### config.mk
export PLATFORM = sky130hd
export DESIGN_NAME = pixel_filter_pipe
export DESIGN_NICKNAME = d
export VERILOG_FILES = /design/src/rtl/pixel_filter_pkg.sv /design/src/rtl/pixel_filter_math.sv /design/src/rtl/pixel_filter_pipe.sv
export SDC_FILE = /design/constraint.sdc
export NUM_CORES = 1
export LEC_CHECK = 0
export ABC_AREA = 1
export BUFFER_PORTS_ARGS = -buffer_cell sky130_fd_sc_hd__buf_2
export CAP_MARGIN = 40
export CORE_AREA = 3 3 172 174
export DETAILED_ROUTE_END_ITERATION = 16
export DIE_AREA = 0 0 175 177
export GPL_ROUTABILITY_DRIVEN = 1
export PLACE_DENSITY = 0.65
export SLEW_MARGIN = 40
export SYNTH_ARGS = -nofsm -noshare
export SYNTH_HDL_FRONTEND = slang
export SYNTH_SLANG_ARGS = --single-unit
### constraint.sdc
create_clock -name clk -period 10.83 [get_ports clk]
set_clock_uncertainty 0.1 [all_clocks]
set_input_delay 1.6245 -clock clk [delete_from_list [all_inputs] [get_ports clk]]
set_output_delay 1.6245 -clock clk [all_outputs]
set_load 0.01 [all_outputs]
### src/rtl/pixel_filter_pkg.sv
// pixel_filter_pkg
//   Shared types and constants for the pixel filter pipeline:
//   - mode_e      : latched filter mode (gray / pink / pass / invert)
//   - weights     : gray and pink channel weights and scale shifts
//   - gain caps   : latched tint gain is clamped to [GAIN_MIN, GAIN_MAX]
//   - decode_sel  : maps the 3-bit filter_sel request onto mode_e
//   Optional feature macro: PIXEL_FILTER_INVERT_EN (sel 4 -> invert mode).
package pixel_filter_pkg;

    typedef enum logic [1:0] {
        MODE_GRAY = 2'd0,
        MODE_PINK = 2'd1,
        MODE_PASS = 2'd2,
        MODE_INV  = 2'd3
    } mode_e;

    localparam int unsigned GRAY_WR    = 77;
    localparam int unsigned GRAY_WG    = 150;
    localparam int unsigned GRAY_WB    = 29;
    localparam int unsigned GRAY_SHIFT = 8;

    localparam int unsigned PINK_WR         = 120;
    localparam int unsigned PINK_WG         = 60;
    localparam int unsigned PINK_WB         = 50;
    localparam int unsigned PINK_GAIN_SHIFT = 6;
    localparam int unsigned PINK_SHIFT      = 8;

    localparam int unsigned GAIN_MIN  = 10;
    localparam int unsigned GAIN_MAX  = 63;
    localparam int unsigned GAIN_BITS = 6;

    // Weighted sums are below 256 * channel max, so 8 guard bits suffice.
    localparam int unsigned SUM_GUARD = 8;

    function automatic mode_e decode_sel(input logic [2:0] sel);
        mode_e m;
        case (sel)
            3'd0, 3'd2: m = MODE_GRAY;
            3'd1:       m = MODE_PINK;
`ifdef PIXEL_FILTER_INVERT_EN
            3'd4:       m = MODE_INV;
`endif
            default:    m = MODE_PASS;
        endcase
        return m;
    endfunction

endpackage

### src/rtl/pixel_filter_math.sv
// pixel_filter_math
//   Combinational S2 arithmetic of the pixel filter pipeline.
//   Ports:
//     r_i, g_i, b_i : expanded colour channels (OUT_W bits each)
//     gain_i        : latched, capped tint gain
//     gray_o        : (77R+150G+29B)>>8
//     pink_prod_o   : (120R+60G+50B)*gain, unscaled, full width
module pixel_filter_math
    import pixel_filter_pkg::*;
#(
    parameter int unsigned OUT_W  = 10,
    parameter int unsigned PROD_W = OUT_W + SUM_GUARD + GAIN_BITS
) (
    input  logic [OUT_W-1:0]     r_i,
    input  logic [OUT_W-1:0]     g_i,
    input  logic [OUT_W-1:0]     b_i,
    input  logic [GAIN_BITS-1:0] gain_i,
    output logic [OUT_W-1:0]     gray_o,
    output logic [PROD_W-1:0]    pink_prod_o
);

    localparam int unsigned SUM_W = OUT_W + SUM_GUARD;

    logic [SUM_W-1:0] gray_sum;
    logic [SUM_W-1:0] pink_sum;

    always_comb begin
        gray_sum = SUM_W'(GRAY_WR) * SUM_W'(r_i)
                 + SUM_W'(GRAY_WG) * SUM_W'(g_i)
                 + SUM_W'(GRAY_WB) * SUM_W'(b_i);
        pink_sum = SUM_W'(PINK_WR) * SUM_W'(r_i)
                 + SUM_W'(PINK_WG) * SUM_W'(g_i)
                 + SUM_W'(PINK_WB) * SUM_W'(b_i);
        // Gray weights sum to 256, so the shifted result always fits OUT_W.
        gray_o      = OUT_W'(gray_sum >> GRAY_SHIFT);
        pink_prod_o = PROD_W'(pink_sum) * PROD_W'(gain_i);
    end

endmodule

### src/rtl/pixel_filter_pipe.sv
// pixel_filter_pipe
//   3-stage valid/ready colour filter: S1 expand, S2 weighted sums/gain,
//   S3 scale/saturate/select into the output register. One global stall:
//   every stage advances only when in_ready is high.
//   Ports:
//     clk, rst_n            : clock, asynchronous active-low reset
//     filter_sel, pitch     : mode request and tint gain, latched on sof beats
//     in_valid/in_ready     : input handshake; in_sof, in_pixel {R,G,B}
//     out_valid/out_ready   : output handshake; out_sof, out_pixel {R,G,B}
//   Optional feature macro: PIXEL_FILTER_INVERT_EN (sel 4 inverts channels).
module pixel_filter_pipe
    import pixel_filter_pkg::*;
#(
    parameter int unsigned IN_W   = 4,
    parameter int unsigned OUT_W  = 10,
    parameter int unsigned GAIN_W = 30
) (
    input  logic                 clk,
    input  logic                 rst_n,
    input  logic [2:0]           filter_sel,
    input  logic [GAIN_W-1:0]    pitch,
    input  logic                 in_valid,
    output logic                 in_ready,
    input  logic                 in_sof,
    input  logic [3*IN_W-1:0]    in_pixel,
    output logic                 out_valid,
    input  logic                 out_ready,
    output logic                 out_sof,
    output logic [3*OUT_W-1:0]   out_pixel
);

    localparam int unsigned PROD_W      = OUT_W + SUM_GUARD + GAIN_BITS;
    localparam int unsigned PINK_SCALE  = PINK_GAIN_SHIFT + PINK_SHIFT;
    localparam logic [OUT_W-1:0] CH_MAX = '1;

    function automatic logic [OUT_W-1:0] expand(input logic [IN_W-1:0] c);
        logic [2*IN_W+OUT_W-1:0] t;
        t = {c, c, {OUT_W{1'b0}}};
        return t[2*IN_W+OUT_W-1 -: OUT_W];
    endfunction

    // ---------------- handshake / stall ----------------
    logic rdy_en_q;
    logic advance;
    logic accept;

    // rdy_en_q keeps in_ready low until the first edge after reset release.
    assign in_ready = rdy_en_q && (!out_valid || out_ready);
    assign advance  = in_ready;
    assign accept   = in_valid && in_ready;

    always_ff @(posedge clk or negedge rst_n) begin
        if (!rst_n) rdy_en_q <= 1'b0;
        else        rdy_en_q <= 1'b1;
    end

    // ---------------- latched mode / gain ----------------
    mode_e                 mode_q, mode_d;
    logic [GAIN_BITS-1:0]  gain_q, gain_d;
    mode_e                 sel_mode;
    logic [GAIN_BITS-1:0]  gain_capped;

    always_comb begin
        sel_mode = decode_sel(filter_sel);
        if (pitch < GAIN_W'(GAIN_MIN))      gain_capped = GAIN_BITS'(GAIN_MIN);
        else if (pitch > GAIN_W'(GAIN_MAX)) gain_capped = GAIN_BITS'(GAIN_MAX);
        else                                gain_capped = GAIN_BITS'(pitch);
        mode_d = mode_q;
        gain_d = gain_q;
        if (accept && in_sof) begin
            mode_d = sel_mode;
            gain_d = gain_capped;
        end
    end

    always_ff @(posedge clk or negedge rst_n) begin
        if (!rst_n) begin
            mode_q <= MODE_GRAY;
            gain_q <= GAIN_BITS'(GAIN_MIN);
        end else begin
            mode_q <= mode_d;
            gain_q <= gain_d;
        end
    end

    // ---------------- S1: expand ----------------
    logic                 s1_valid_q, s1_sof_q;
    mode_e                s1_mode_q, s1_mode_d;
    logic [GAIN_BITS-1:0] s1_gain_q, s1_gain_d;
    logic [OUT_W-1:0]     s1_r_q, s1_g_q, s1_b_q;

    // A sof beat already uses the values it latches.
    always_comb begin
        s1_mode_d = in_sof ? sel_mode : mode_q;
        s1_gain_d = in_sof ? gain_capped : gain_q;
    end

    always_ff @(posedge clk or negedge rst_n) begin
        if (!rst_n) begin
            s1_valid_q <= 1'b0;
            s1_sof_q   <= 1'b0;
            s1_mode_q  <= MODE_GRAY;
            s1_gain_q  <= '0;
            s1_r_q     <= '0;
            s1_g_q     <= '0;
            s1_b_q     <= '0;
        end else if (advance) begin
            s1_valid_q <= in_valid;
            s1_sof_q   <= in_sof;
            s1_mode_q  <= s1_mode_d;
            s1_gain_q  <= s1_gain_d;
            s1_r_q     <= expand(in_pixel[3*IN_W-1 -: IN_W]);
            s1_g_q     <= expand(in_pixel[2*IN_W-1 -: IN_W]);
            s1_b_q     <= expand(in_pixel[IN_W-1:0]);
        end
    end

    // ---------------- S2: weighted sums / gain ----------------
    logic [OUT_W-1:0]  gray_w;
    logic [PROD_W-1:0] prod_w;

    pixel_filter_math #(
        .OUT_W  (OUT_W),
        .PROD_W (PROD_W)
    ) u_math (
        .r_i         (s1_r_q),
        .g_i         (s1_g_q),
        .b_i         (s1_b_q),
        .gain_i      (s1_gain_q),
        .gray_o      (gray_w),
        .pink_prod_o (prod_w)
    );

    logic              s2_valid_q, s2_sof_q;
    mode_e             s2_mode_q;
    logic [OUT_W-1:0]  s2_r_q, s2_g_q, s2_b_q, s2_gray_q;
    logic [PROD_W-1:0] s2_prod_q;

    always_ff @(posedge clk or negedge rst_n) begin
        if (!rst_n) begin
            s2_valid_q <= 1'b0;
            s2_sof_q   <= 1'b0;
            s2_mode_q  <= MODE_GRAY;
            s2_r_q     <= '0;
            s2_g_q     <= '0;
            s2_b_q     <= '0;
            s2_gray_q  <= '0;
            s2_prod_q  <= '0;
        end else if (advance) begin
            s2_valid_q <= s1_valid_q;
            s2_sof_q   <= s1_sof_q;
            s2_mode_q  <= s1_mode_q;
            s2_r_q     <= s1_r_q;
            s2_g_q     <= s1_g_q;
            s2_b_q     <= s1_b_q;
            s2_gray_q  <= gray_w;
            s2_prod_q  <= prod_w;
        end
    end

    // ---------------- S3: scale / saturate / select ----------------
    logic [PROD_W-1:0]  pink_s;
    logic [OUT_W-1:0]   pink_r;
    logic [3*OUT_W-1:0] px_d;

    always_comb begin
        pink_s = s2_prod_q >> PINK_SCALE;
        pink_r = (pink_s > PROD_W'(CH_MAX)) ? CH_MAX : pink_s[OUT_W-1:0];
        case (s2_mode_q)
            MODE_GRAY: px_d = {3{s2_gray_q}};
            MODE_PINK: px_d = {pink_r, pink_r >> 2, pink_r >> 1};
`ifdef PIXEL_FILTER_INVERT_EN
            // Max minus value is the bitwise complement for an all-ones max.
            MODE_INV:  px_d = ~{s2_r_q, s2_g_q, s2_b_q};
`endif
            default:   px_d = {s2_r_q, s2_g_q, s2_b_q};
        endcase
    end

    logic               out_valid_q, out_sof_q;
    logic [3*OUT_W-1:0] out_pixel_q;

    always_ff @(posedge clk or negedge rst_n) begin
        if (!rst_n) begin
            out_valid_q <= 1'b0;
            out_sof_q   <= 1'b0;
            out_pixel_q <= '0;
        end else if (advance) begin
            out_valid_q <= s2_valid_q;
            out_sof_q   <= s2_sof_q;
            out_pixel_q <= px_d;
        end
    end

    assign out_valid = out_valid_q;
    assign out_sof   = out_sof_q;
    assign out_pixel = out_pixel_q;

endmodule

; ---- Yosys cells after proc, flatten, opt, wreduce, memory -nomap -nowiden
; Index checks and enable logic that the tools add are counted.
[classes]
magnitude_cmp = 3
n_reduce_logical = 8
mux = 7
n_mul = 7
eq_ne = 3
addsub = 4
[op_table]
columns = cell, n
row1 = $pmux W30 S2, 1
row2 = $gt A30 B6 Y1 const B, 1
row3 = $lt A30 B4 Y1 const B, 1
row4 = $mul A7 B8 Y15 const A, 2
row5 = $mul A5 B8 Y13 const A, 2
row6 = $mul A18 B6 Y24, 1
row7 = $mul A4 B8 Y12 const A, 2
row8 = $add A17 B16 Y18, 1
row9 = $add A17 B18 Y18, 1
row10 = $add A18 B15 Y18, 1
row11 = $add A18 B16 Y18, 1
row12 = $mux W6, 3
row13 = $gt A10 B10 Y1 const B, 1
row14 = $mux W10, 1
row15 = $pmux W2 S2, 1
row16 = $eq A3 B1 Y1 const B, 1
row17 = $eq A3 B2 Y1 const B, 1
row18 = $logic_and A1 B1 Y1, 3
row19 = $logic_not A3 Y1, 1
row20 = $eq A2 B1 Y1 const B, 1
row21 = $logic_not A2 Y1, 1
row22 = $mux W2, 1
row23 = $reduce_or A2 Y1, 1
row24 = $logic_not A1 Y1, 1
row25 = $logic_or A1 B1 Y1, 1
[word_totals]
word_cells = 53
output_inout_bits = 33
inputBits = 50
ff_bits = 137

; ---- Logic depth before layout (Yosys ltp)
; Gate-level depths: netlist (run 1).
[logic_depth]
word_depth = 5
mapped_depth = 43
ltp_nobuf = 43

; ---- Hierarchy
; From an unflattened synthesis (run 1), not the netlist that was laid out.
[hier_totals]
hier_cells = 1996
area_unflattened_um2 = 15446.1
[by_module_without_submodules]
columns = module, area_each_um2, instances, cells_each, seq_area_each_um2
row1 = pixel_filter_math, 11339.6, 1, 1525, 0.0
row2 = pixel_filter_pipe, 4106.4, 1, 471, 2479.9

; ---- Worst setup path after synthesis (run 1)
; OpenSTA, ideal clock, no wires.
[synth_timing]
path_kind = flip-flop to flip-flop
from = register s1_b_q[8]
to = register s2_prod_q[23]
synth_period_minus_slack_ps = 7481
path_buffers = 0
setup_ps = 117
stages_incl_launch_ff = 39
required_time_ps = 10613
setup_slack_ps = 3349
t_arrival_ps = 7263
cell_sequence = dfrtp_1 -> inv_1 -> ha_1 -> inv_1 -> ha_1 -> inv_1 -> fa_1 -> inv_1 -> ha_1 -> nand3_1 -> nand3b_1 -> a21oi_1 -> nor2_1 -> nor2_1 -> xor2_1 -> fa_1 -> inv_1 -> ha_1 -> [... 3 more ...] -> a21o_1 -> or2_1 -> nand2_2 -> nor2_1 -> fa_1 -> fa_1 -> inv_1 -> fa_1 -> inv_1 -> ha_1 -> nand2_1 -> nor3_1 -> and2_1 -> nand4_1 -> nand3_1 -> nand2_1 -> nand3_1 -> nand2_1
[synth_via]
elab_chain_len = 3
[synth_lines]
columns = element, line
row1 = start: declaration, pixel_filter_pipe.sv:90  ; logic [OUT_W-1:0] s1_r_q, s1_g_q, s1_b_q;
row2 = start signal: assignment, pixel_filter_pipe.sv:114  ; s1_b_q <= expand(in_pixel[IN_W-1:0]);
row3 = $mul A5 B8 Y13, pixel_filter_math.sv:33  ; + SUM_W'(PINK_WB) * SUM_W'(b_i);
row4 = $add A18 B16 Y18, pixel_filter_math.sv:33
row5 = $mul A18 B6 Y24, pixel_filter_math.sv:36  ; pink_prod_o = PROD_W'(pink_sum) * PROD_W'(gain_i);
row6 = end signal: assignment, pixel_filter_pipe.sv:157  ; s2_prod_q <= prod_w;
row7 = end: declaration, pixel_filter_pipe.sv:137  ; logic [PROD_W-1:0] s2_prod_q;
; No other way between the ends.
; A chain may end at the register's enable or synchronous reset.

; ---- Worst setup path in the final report (run 1)
[layout_timing]
from = register s1_b_q[8]
to = register s2_prod_q[22]
; The elaborated chain is that of the path after synthesis.

==> results of run 1 <==
[flip-flops by register name, indices dropped and copies added (netlist names)]
name,cells
s1_sof_q,1
rdy_en_q,1
s2_sof_q,1
gain_q,6
s1_mode_q,2
s2_r_q,4
s2_gray_q,10
s2_mode_q,2
s1_r_q,4
s1_gain_q,6
s1_b_q,4
s2_g_q,4
s1_valid_q,1
out_valid,1
mode_q,2
s2_valid_q,1
out_sof,1
out_pixel,30
s1_g_q,4
s2_b_q,4
s2_prod_q,10
[cell usage in the layout (no fill, tap or decap), types with 3 or more instances in the layout]
master / count
a21boi_1: 3
xnor2_1: 27
inv_1: 308
dfrtp_1: 97
o211ai_1: 5
a22oi_1: 5
o21ai_0: 66
a21boi_0: 3
ha_1: 193
nand4_1: 15
inv_8: 3
a31oi_1: 27
o21bai_1: 12
buf_2: 81
xor2_1: 44
nand2_2: 6
fa_1: 121
inv_2: 7
a21o_1: 11
or2_2: 3
nand2_1: 330
o21ai_2: 3
nor2_2: 6
a21oi_1: 108
nor3_1: 10
clkbuf_16: 9
o21ai_1: 12
buf_4: 3
nand3_1: 60
nor2_1: 141
[per-stage QoR]
stage	setup slack (ns)	cells	hold slack [ns]	area, um2
detailed placement	2.53	2108	0.368	13900
floorplan	3.35	1671	0.342	13100
global placement	2.65	2108	0.354	13900
finish	2.41	2124	0.381	14200
CTS	2.44	2124	0.387	14200
global route	1.84	2124	0.410	14200
[routing by layer]
metal	part of all wire	vias up	GRT usage
met5	0	-	0
met4	0.020	0	0.0522
met3	0.038	50	0.0227
met2	0.50	267	0.399
met1	0.44	5352	0.282
li1	-	5429	-
[worst max-delay path, delay by kind of cell, from the launching register on]
| family | cells | cell delay [ns] |
|---|---|---|
| buf+inv | 8 | 0.72 |
| xor+xnor | 2 | 0.65 |
| flops | 1 | 0.62 |
| simple gates | 13 | 1.35 |
| compound gates | 3 | 0.64 |
| fa+ha+maj | 10 | 4.23 |
[path summary, 6_finish.rpt]
kind,startpoint,end,slack [ns]
min in group asynchronous,rst_n,out_pixel[11]$_DFFE_PN0P_,1.12
worst max-delay path,s1_b_q[8]$_DFFE_PN0P_,s2_prod_q[22]$_DFFE_PN0P_,2.41
worst min-delay path,gain_q[1]$_DFFE_PN1P_,gain_q[1]$_DFFE_PN1P_,0.38
worst max register to register,s1_b_q[8]$_DFFE_PN0P_,s2_prod_q[22]$_DFFE_PN0P_,2.41
max in group asynchronous,rst_n,s1_b_q[5]$_DFFE_PN0P_,8.55
worst min register to register,gain_q[1]$_DFFE_PN1P_,gain_q[1]$_DFFE_PN1P_,0.38
[layout make-up]
| type | instances | share of cell area |
|---|---|---|
| Clock buffer | 9 | 0.0158 |
| Clock inverter | 7 | 0.00589 |
| Inverter | 315 | 0.0830 |
| Multi-Input combinational cell | 1230 | 0.656 |
| Sequential cell | 99 | 0.174 |
| Tap cell | 378 | 0.0332 |
| Timing Repair Buffer | 86 | 0.0316 |
[logic make-up (layout without fill, tap and decap cells)]
kind of cell	count (synthesis)	count (layout)	share of synthesized area
adder cells (fa/ha/maj)	314	314	0.369
AND/OR/NAND/NOR	579	579	0.180
buffers and inverters	342	417	0.0989
flip-flops	99	99	0.189
AO/OA/AOI/OAI	263	263	0.113
XOR/XNOR	73	73	0.0499
other	1	1	0.000286
==> reports/results.txt, run 1 <==
Synth top area share = 0.185
Fraction of registers with async set/reset = 1.00
Initial Util = 0.470
Initial antenna violation count = 0
# IOs = 83
Inserted Clock Buffers = 9
Bufs on Longest Clock Path = 2
Vias per inst = 5.23
Mean Syn Cell Area = 7.85 um2
Antenna-violating nets left = 0
Core Region = 27900 um2
CP arrival = 8.57 ns
Iter 0 DRT Violations = 597
Req. time, crit path = 10.98 ns
Status = complete, no violations
Top_reg_cell synth = dfrtp_1
Unrepaired setup endpoints after global routing = no
Yosys warns = 0
CTS H-tree lvls = 3
Most common cell in the netlist = nand2_1
CTS sink cnt = 99
Pins Over Slew Limit = 0
Cell mode on critical path = inv_1
Largest net degree at the start of global routing = 84
Root Driver = clkbuf_16
Residual DRC = 0
Crit Path Max Fanout = 9
Fin. Hold Viols = 0
Max-cap violations = 0
Die W = 175 um
Fillers = 2741
Max incr delay on CP = 0.62 ns
Vias in the first global route = 11.3k
Number of post-CTS setup repair buffers = 0
Final wirelength = 33100 um
CTS Hold Bufs = 0
GRT Total Usage = 0.220
Layout area overhead = 8.54%
DR vias = 11.1k
Layout cells sized above 1 = 0.0767
Mapped Area = 13100 um2
Post-CTS sizing = 0
DP HPWL = 27400 um
Worst skew pair latency = 0.37 ns
Crit Path Category = flop to flop
CP startpoint kind = flop
Synth area leaders = dfrtp_1 19%, fa_1 18%, ha_1 18%
Synth unique cells = 43
Highest clock rate = 119 MHz
Leading area contributor after synthesis = dfrtp_1
Core Util, Final = 0.510
Wire per inst = 15.6 um
Cell count after synthesis = 1671
Max-slew headroom = 0.454
DIE AREA = 31000 um2
Hold-critical path depth = 2
Wire length of the first global-routing pass = 55300 um
FP Rows = 61
Chip Height = 177 um
Multi-input logic area = 9350 um2
Slew @ Worst Pin = 0.819 ns
# setup viols final = 0
Period minus WS final = 8.42 ns
Worst-case reg-to-reg path depth = 36
Net Count, Synth = 2035
RePlAce Congestion = 0.899
Top cells by count, synth = 331 x nand2_1, 309 x inv_1, 193 x ha_1, 141 x nor2_1, 121 x fa_1
Reg clk slew, reported paths = 0.09 ns
Tightest Hold Check Type = flop to flop
Congestion Overflow GR = 0
Final #Nets = 2105
Period utilization = 0.778
Setup TNS = 0 ns
Port bufs = 82
Post-synth EDFFs = 0
CP endpoint kind = flop
Number of synthesized register bits = 99
Worst path slowest cell = dfrtp_1
Sequential-to-total area share from yosys stat = 0.189
Ant. Diodes = 0
DRT Pass-1 Iters = 5
CTS tree = done
Area taken by flip-flops and latches = 2480 um2
Power of run 1 is not shown: default switching activity piles up to over one toggle a cycle in this logic, so the estimate is an artifact.
==> run 2: changes to the inputs <==
--- a/config.mk
+++ b/config.mk
@@ -12,7 +12,7 @@
 export DETAILED_ROUTE_END_ITERATION = 16
 export DIE_AREA = 0 0 175 177
 export GPL_ROUTABILITY_DRIVEN = 1
-export PLACE_DENSITY = 0.65
+export PLACE_DENSITY = 0.68
 export SLEW_MARGIN = 40
 export SYNTH_ARGS = -nofsm -noshare
 export SYNTH_HDL_FRONTEND = slang
==> constraint.sdc (replaced) <==
create_clock -name clk -period 7.05 [get_ports clk]
set_clock_uncertainty 0.1 [all_clocks]
set_input_delay 1.0575 -clock clk [delete_from_list [all_inputs] [get_ports clk]]
set_output_delay 1.0575 -clock clk [all_outputs]
set_load 0.01 [all_outputs]
==> run 2 against run 1 <==
The flow now finishes with violations (negative setup slack). Core utilization up 8.2 points. Critical path depth fell by 2. Sequential cell count unchanged. First-iteration DRC count stayed put. Register-to-register slack got worse by 2.7 ns. Wire length increased by 7.7%. Global-route usage up 0.94 points. Via count up 5.6%. Non-clock buffer count is 183 higher. Worst setup slack lost 2.7 ns. Sequential share of layout area down 2.3 points.
==> reports/results.txt, run 2 (same netlist as run 1, synthesis figures left out) <==
Leading cell type in the layout, fill and taps excluded = nand2_1
HP Start = gain_q[3]$_DFFE_PN1P_
Highest clock rate = 137 MHz (+15%)
Wire per inst = 15.5 um (-0.81%)
Layout cells sized above 1 = 0.252 (+0.175)
DR vias = 11.7k (+5.6%)
Status = complete, but fails checks
Worst R2R Setup Slack = -0.25 ns (-2.66 ns)
RePlAce Congestion = 0.893 (-0.63%)
Unrepaired setup endpoints after global routing = yes
Worst Hold End = gain_q[3]$_DFFE_PN1P_
CP arrival = 7.45 ns (-1.12 ns)
FP Rows = 61 (unchanged)
Setup ws final = -0.252 ns (-2.66 ns)
Reg-to-reg startpoint = s1_r_q[8]$_DFFE_PN0P_
GRT Total Usage = 0.229 (+0.00939)
Initial Util = 0.470 (unchanged)
Ant. Diodes = 0 (unchanged)
Commonest cells after routing, fill and taps aside = 303 x nand2_1, 274 x inv_1, 173 x buf_4
Max-slew headroom = 0.456 (+0.00222)
Fillers = 2502 (-8.7%)
Root Driver = clkbuf_16
Pins Over Slew Limit = 0 (unchanged)
Residual DRC = 0 (unchanged)
CTS H-tree lvls = 3 (unchanged)
Multi-input logic area = 10200 um2 (+9.4%)
Core Region = 27900 um2 (unchanged)
Final wirelength = 35700 um (+7.7%)
DIE AREA = 31000 um2 (unchanged)
Setup TNS = -1.45 ns (-1.45 ns)
Hold-critical path depth = 2 (unchanged)
Wire length of the first global-routing pass = 57900 um (+4.7%)
Inserted Clock Buffers = 9 (unchanged)
Period utilization = 1.04 (+0.258)
DRT Pass-1 Iters = 5 (unchanged)
Post-route cell area = 16500 um2 (+16%)
Bufs on Longest Clock Path = 2 (unchanged)
Crit Path Max Fanout = 5 (-4)
Slew @ Worst Pin = 0.813 ns (-0.00633 ns)
Final #Nets = 2288 (+8.7%)
Antenna-violating nets left = 0 (unchanged)
Largest net degree at the start of global routing = 84 (unchanged)
# setup viols final = 9 (+9)
RR Endpoint = s2_prod_q[23]$_DFFE_PN0P_
CTS tree = done
CP startpoint kind = flop
Max FFs per register = 30 (unchanged)
Worst skew pair latency = 0.36 ns (about the same)
# IOs = 83 (unchanged)
Max-cap violations = 0 (unchanged)
Die W = 175 um (unchanged)
Area taken by flip-flops and latches = 2490 um2 (+0.50%)
Dpl cell area = 15100 um2 (+8.4%)
Port bufs = 82 (unchanged)
Cell mode on critical path = fa_1
Layout area overhead = 25.9%
Initial antenna violation count = 0 (unchanged)
Chip Height = 177 um (unchanged)
DP HPWL = 27900 um (+1.9%)
Vias in the first global route = 12.0k (+6.9%)
Failing checks = negative setup slack
Crit Path Category = flop to flop
Worst-case reg-to-reg path depth = 34 (-5.6%)
Worst path slowest cell = fa_1
Req. time, crit path = 7.20 ns (-3.78 ns)
Placed insts = 2242 (+6.4%)
Vias per inst = 5.08 (-2.8%)
Congestion Overflow GR = 0 (unchanged)
Max incr delay on CP = 0.58 ns (-0.04 ns)
Reg clk slew, reported paths = 0.07 ns (-0.02 ns)
CTS sink cnt = 99 (unchanged)
Iter 0 DRT Violations = 597 (unchanged)
CP endpoint kind = flop
Fin. Hold Viols = 0 (unchanged)
Tightest Hold Check Type = flop to flop
Fin cells = 2307 (+8.6%)
Period minus WS final = 7.30 ns (-1.12 ns)
## run 2: cell types whose count changed in the layout (fill, tap and decap cells not counted), sizes merged
cell      previous run  this run
buf                 86       269
clkbuf               9        10
clkinvlp             0         2
inv                321       318
## run 2: worst max path at each step
stage                          start                   endpoint  slack, ns  depth (start not counted)
2_1_floorplan  s1_b_q[8]$_DFFE_PN0P_  s2_prod_q[19]$_DFFE_PN0P_     -0.009                         35
6_report       s1_r_q[8]$_DFFE_PN0P_  s2_prod_q[23]$_DFFE_PN0P_      -0.25                         34
3_3_place_gp   s1_g_q[7]$_DFFE_PN0P_  s2_prod_q[19]$_DFFE_PN0P_      -0.46                         29
5_1_grt        s1_g_q[7]$_DFFE_PN0P_  s2_prod_q[22]$_DFFE_PN0P_      -0.57                         38
3_5_place_dp   s1_g_q[6]$_DFFE_PN0P_  s2_prod_q[19]$_DFFE_PN0P_      -0.50                         29
4_1_cts        s1_r_q[8]$_DFFE_PN0P_  s2_prod_q[23]$_DFFE_PN0P_      -0.23                         39
## run 2: layout make-up
cell class / instances / share of cell area
sequential: 99 / 0.151
multi-input combinational: 1230 / 0.619
clock buffer: 10 / 0.0139
clock inverter: 6 / 0.00280
tap: 378 / 0.0286
timing repair buffer: 269 / 0.113
inverter: 315 / 0.0719
## run 2: worst max-delay path: cells and delay by family, from the launching register on
family	cells	cell delay, ns
and+or+nand+nor	11	0.87
DFF	1	0.45
xor gates and xnor gates	2	0.35
buffers and inverters	8	0.71
AOI/OAI and AO/OA	4	0.71
adders and majority gates	9	3.99
## run 2: stage by stage
stage           util  hold slack (ns)  setup slack, ns
4_1_cts        0.567            0.376           -0.230
6_report       0.592            0.383           -0.252
5_1_grt        0.592            0.394           -0.574
3_5_place_dp   0.540            0.365           -0.498
2_1_floorplan      -            0.342         -0.00895
3_3_place_gp   0.540            0.360           -0.462
## run 2: layer usage
metal	part of all wire	wire length, um	track usage	vias to the layer above
li1	-	-	-	5795
met1	0.43	15200	0.289	5598
met2	0.51	18100	0.415	259
met3	0.040	1410	0.0260	63
met4	0.027	978	0.0678	0
met5	0	0	0	-
## run 2: what timing repair did
item / in CTS / in global routing
resized for setup: 56 / 127
pin swaps: 67 / 100
hold buffers: 0 / 0
setup endpoints to repair: 10 / 10
buffers inserted: 29 / 23
Power of run 2 is left out for the same reason.
==> run 3: changes to the inputs <==
--- a/config.mk
+++ b/config.mk
@@ -12,6 +12,7 @@
 export DETAILED_ROUTE_END_ITERATION = 16
 export DIE_AREA = 0 0 175 177
 export GPL_ROUTABILITY_DRIVEN = 1
+export MAX_ROUTING_LAYER = met4
 export PLACE_DENSITY = 0.68
 export SLEW_MARGIN = 40
 export SYNTH_ARGS = -nofsm -noshare
==> run 3 against run 2 <==
The flow still finishes with violations (negative setup slack). Die area stayed put. Core utilization is 0.30 points lower. Maximum frequency is 0.24% lower. Wire length is 0.56% higher. Final cell count is 0.56% lower. Non-clock buffer count is 13 lower. Worst setup slack worse by 0.018 ns. Critical path depth is 1 higher. First-iteration DRC count is 6.5% higher. Register-to-register slack worse by 0.02 ns. Worst hold slack worse by 0.0056 ns. Largest cell class unchanged. Highest routed layer unchanged.
==> reports/results.txt, run 3 (same netlist as run 1, synthesis figures left out) <==
Period minus WS final = 7.32 ns (+0.0178 ns)
Setup ws final = -0.270 ns (-0.0178 ns)
RePlAce Congestion = 0.919 (+2.9%)
Vias per inst = 5.15 (+1.5%)
Layout area overhead = 25.3%
Max-slew headroom = 0.472 (+0.0156)
HP Start = gain_q[3]$_DFFE_PN1P_
Core Util, Final = 0.588 (-0.00305)
Highest clock rate = 137 MHz (-0.24%)
Crit Path Category = flop to flop
Failing checks = negative setup slack
Req. time, crit path = 7.20 ns (about the same)
Post-route cell area = 16400 um2 (-0.51%)
Tightest Hold Check Type = flop to flop
Reg-to-reg startpoint = s1_g_q[7]$_DFFE_PN0P_
Largest net degree at the start of global routing = 84 (unchanged)
# setup viols final = 9 (unchanged)
Inserted Clock Buffers = 9 (unchanged)
FP Rows = 61 (unchanged)
Antenna-violating nets left = 0 (unchanged)
Dpl cell area = 15100 um2 (about the same)
Iter 0 DRT Violations = 636 (+6.5%)
GRT Total Usage = 0.242 (+0.0128)
Residual DRC = 0 (unchanged)
Unrepaired setup endpoints after global routing = yes
Slew @ Worst Pin = 0.793 ns (-0.0204 ns)
Setup TNS = -1.82 ns (-0.365 ns)
Ant. Diodes = 0 (unchanged)
Commonest cells after routing, fill and taps aside = 313 x nand2_1, 276 x inv_1, 164 x buf_4
Max-cap violations = 0 (unchanged)
Max FFs per register = 30 (unchanged)
Worst path slowest cell = fa_1
DRT Pass-1 Iters = 6 (+1)
Wire length of the first global-routing pass = 59400 um (+2.6%)
Status = complete, but fails checks
Bufs on Longest Clock Path = 2 (unchanged)
Initial antenna violation count = 0 (unchanged)
CTS H-tree lvls = 3 (unchanged)
Final wirelength = 35900 um (+0.56%)
CP startpoint kind = flop
Fin. Hold Viols = 0 (unchanged)
DP HPWL = 28400 um (+1.5%)
Final #Nets = 2275 (-0.57%)
Port bufs = 82 (unchanged)
Crit Path Max Fanout = 5 (unchanged)
Wire per inst = 15.6 um (+1.1%)
Chip Height = 177 um (unchanged)
Reg clk slew, reported paths = 0.08 ns (about the same)
CP endpoint kind = flop
DIE AREA = 31000 um2 (unchanged)
Core Region = 27900 um2 (unchanged)
Max incr delay on CP = 0.59 ns (about the same)
Cell mode on critical path = fa_1
Die W = 175 um (unchanged)
Worst skew pair latency = 0.36 ns (about the same)
Root Driver = clkbuf_16
Congestion Overflow GR = 0 (unchanged)
Pins Over Slew Limit = 0 (unchanged)
CTS tree = done
DR vias = 11.8k (+0.90%)
Layout cells sized above 1 = 0.240 (-0.0119)
CTS sink cnt = 99 (unchanged)
Initial Util = 0.470 (unchanged)
CP arrival = 7.47 ns (+0.02 ns)
Vias in the first global route = 12.4k (+2.9%)
Leading cell type in the layout, fill and taps excluded = nand2_1
# IOs = 83 (unchanged)
Crit path from = s1_g_q[7]$_DFFE_PN0P_
Period utilization = 1.04 (+0.00252)
## run 3: critical path, delay by kind of cell (launching register included)
family	cells	cell delay (ns)
DFF	1	0.46
adders and majority gates	9	4.24
and+or+nand+nor	11	0.90
xor gates and xnor gates	1	0.09
buffers and inverters	9	0.64
AOI/OAI and AO/OA	5	0.78
## run 3: stage by stage
step,cells,setup WS [ns],hold slack [ns]
global placement,2241,-0.506,0.360
global route,2294,-0.615,0.409
floorplan,1671,-0.00895,0.342
CTS,2283,-0.187,0.377
finish,2294,-0.270,0.378
detailed placement,2241,-0.551,0.367
## run 3: final timing paths
path | end | slack, ns | cells after the start
min reg2reg | gain_q[3]$_DFFE_PN1P_ | 0.38 | 2
max reg2reg | s2_prod_q[20]$_DFFE_PN0P_ | -0.27 | 35
min | gain_q[3]$_DFFE_PN1P_ | 0.38 | 2
max | s2_prod_q[20]$_DFFE_PN0P_ | -0.27 | 35
min in group asynchronous | s1_mode_q[0]$_DFFE_PN0P_ | 0.50 | 1
max in group asynchronous | s1_g_q[8]$_DFFE_PN0P_ | 5.31 | 2
## run 3: layer usage
metal | global-route usage | up-vias | routed length, um
li1 | - | 5789 | -
met3 | 0.0232 | 74 | 1250
met2 | 0.424 | 263 | 18100
met5 | - | - | 0
met4 | 0.0761 | 0 | 1100
met1 | 0.297 | 5694 | 15400
## run 3: repair_timing
action                     4_1_cts  5_1_grt
pin swaps                       85       70
setup buffers                   27       11
hold buffers                     0        0
setup endpoints to repair       10       10
resized for setup               81       84
## run 3: area by class of cell
cell class	count	area, um2
multi-input cells	1230	10200
clock inverters	7	105
clock buffers	9	225
fillers	2564	11500
flip-flops and latches	99	2490
repair buffers	256	1760
well taps	378	473
inverters	315	1190
Power of run 3 is left out for the same reason.
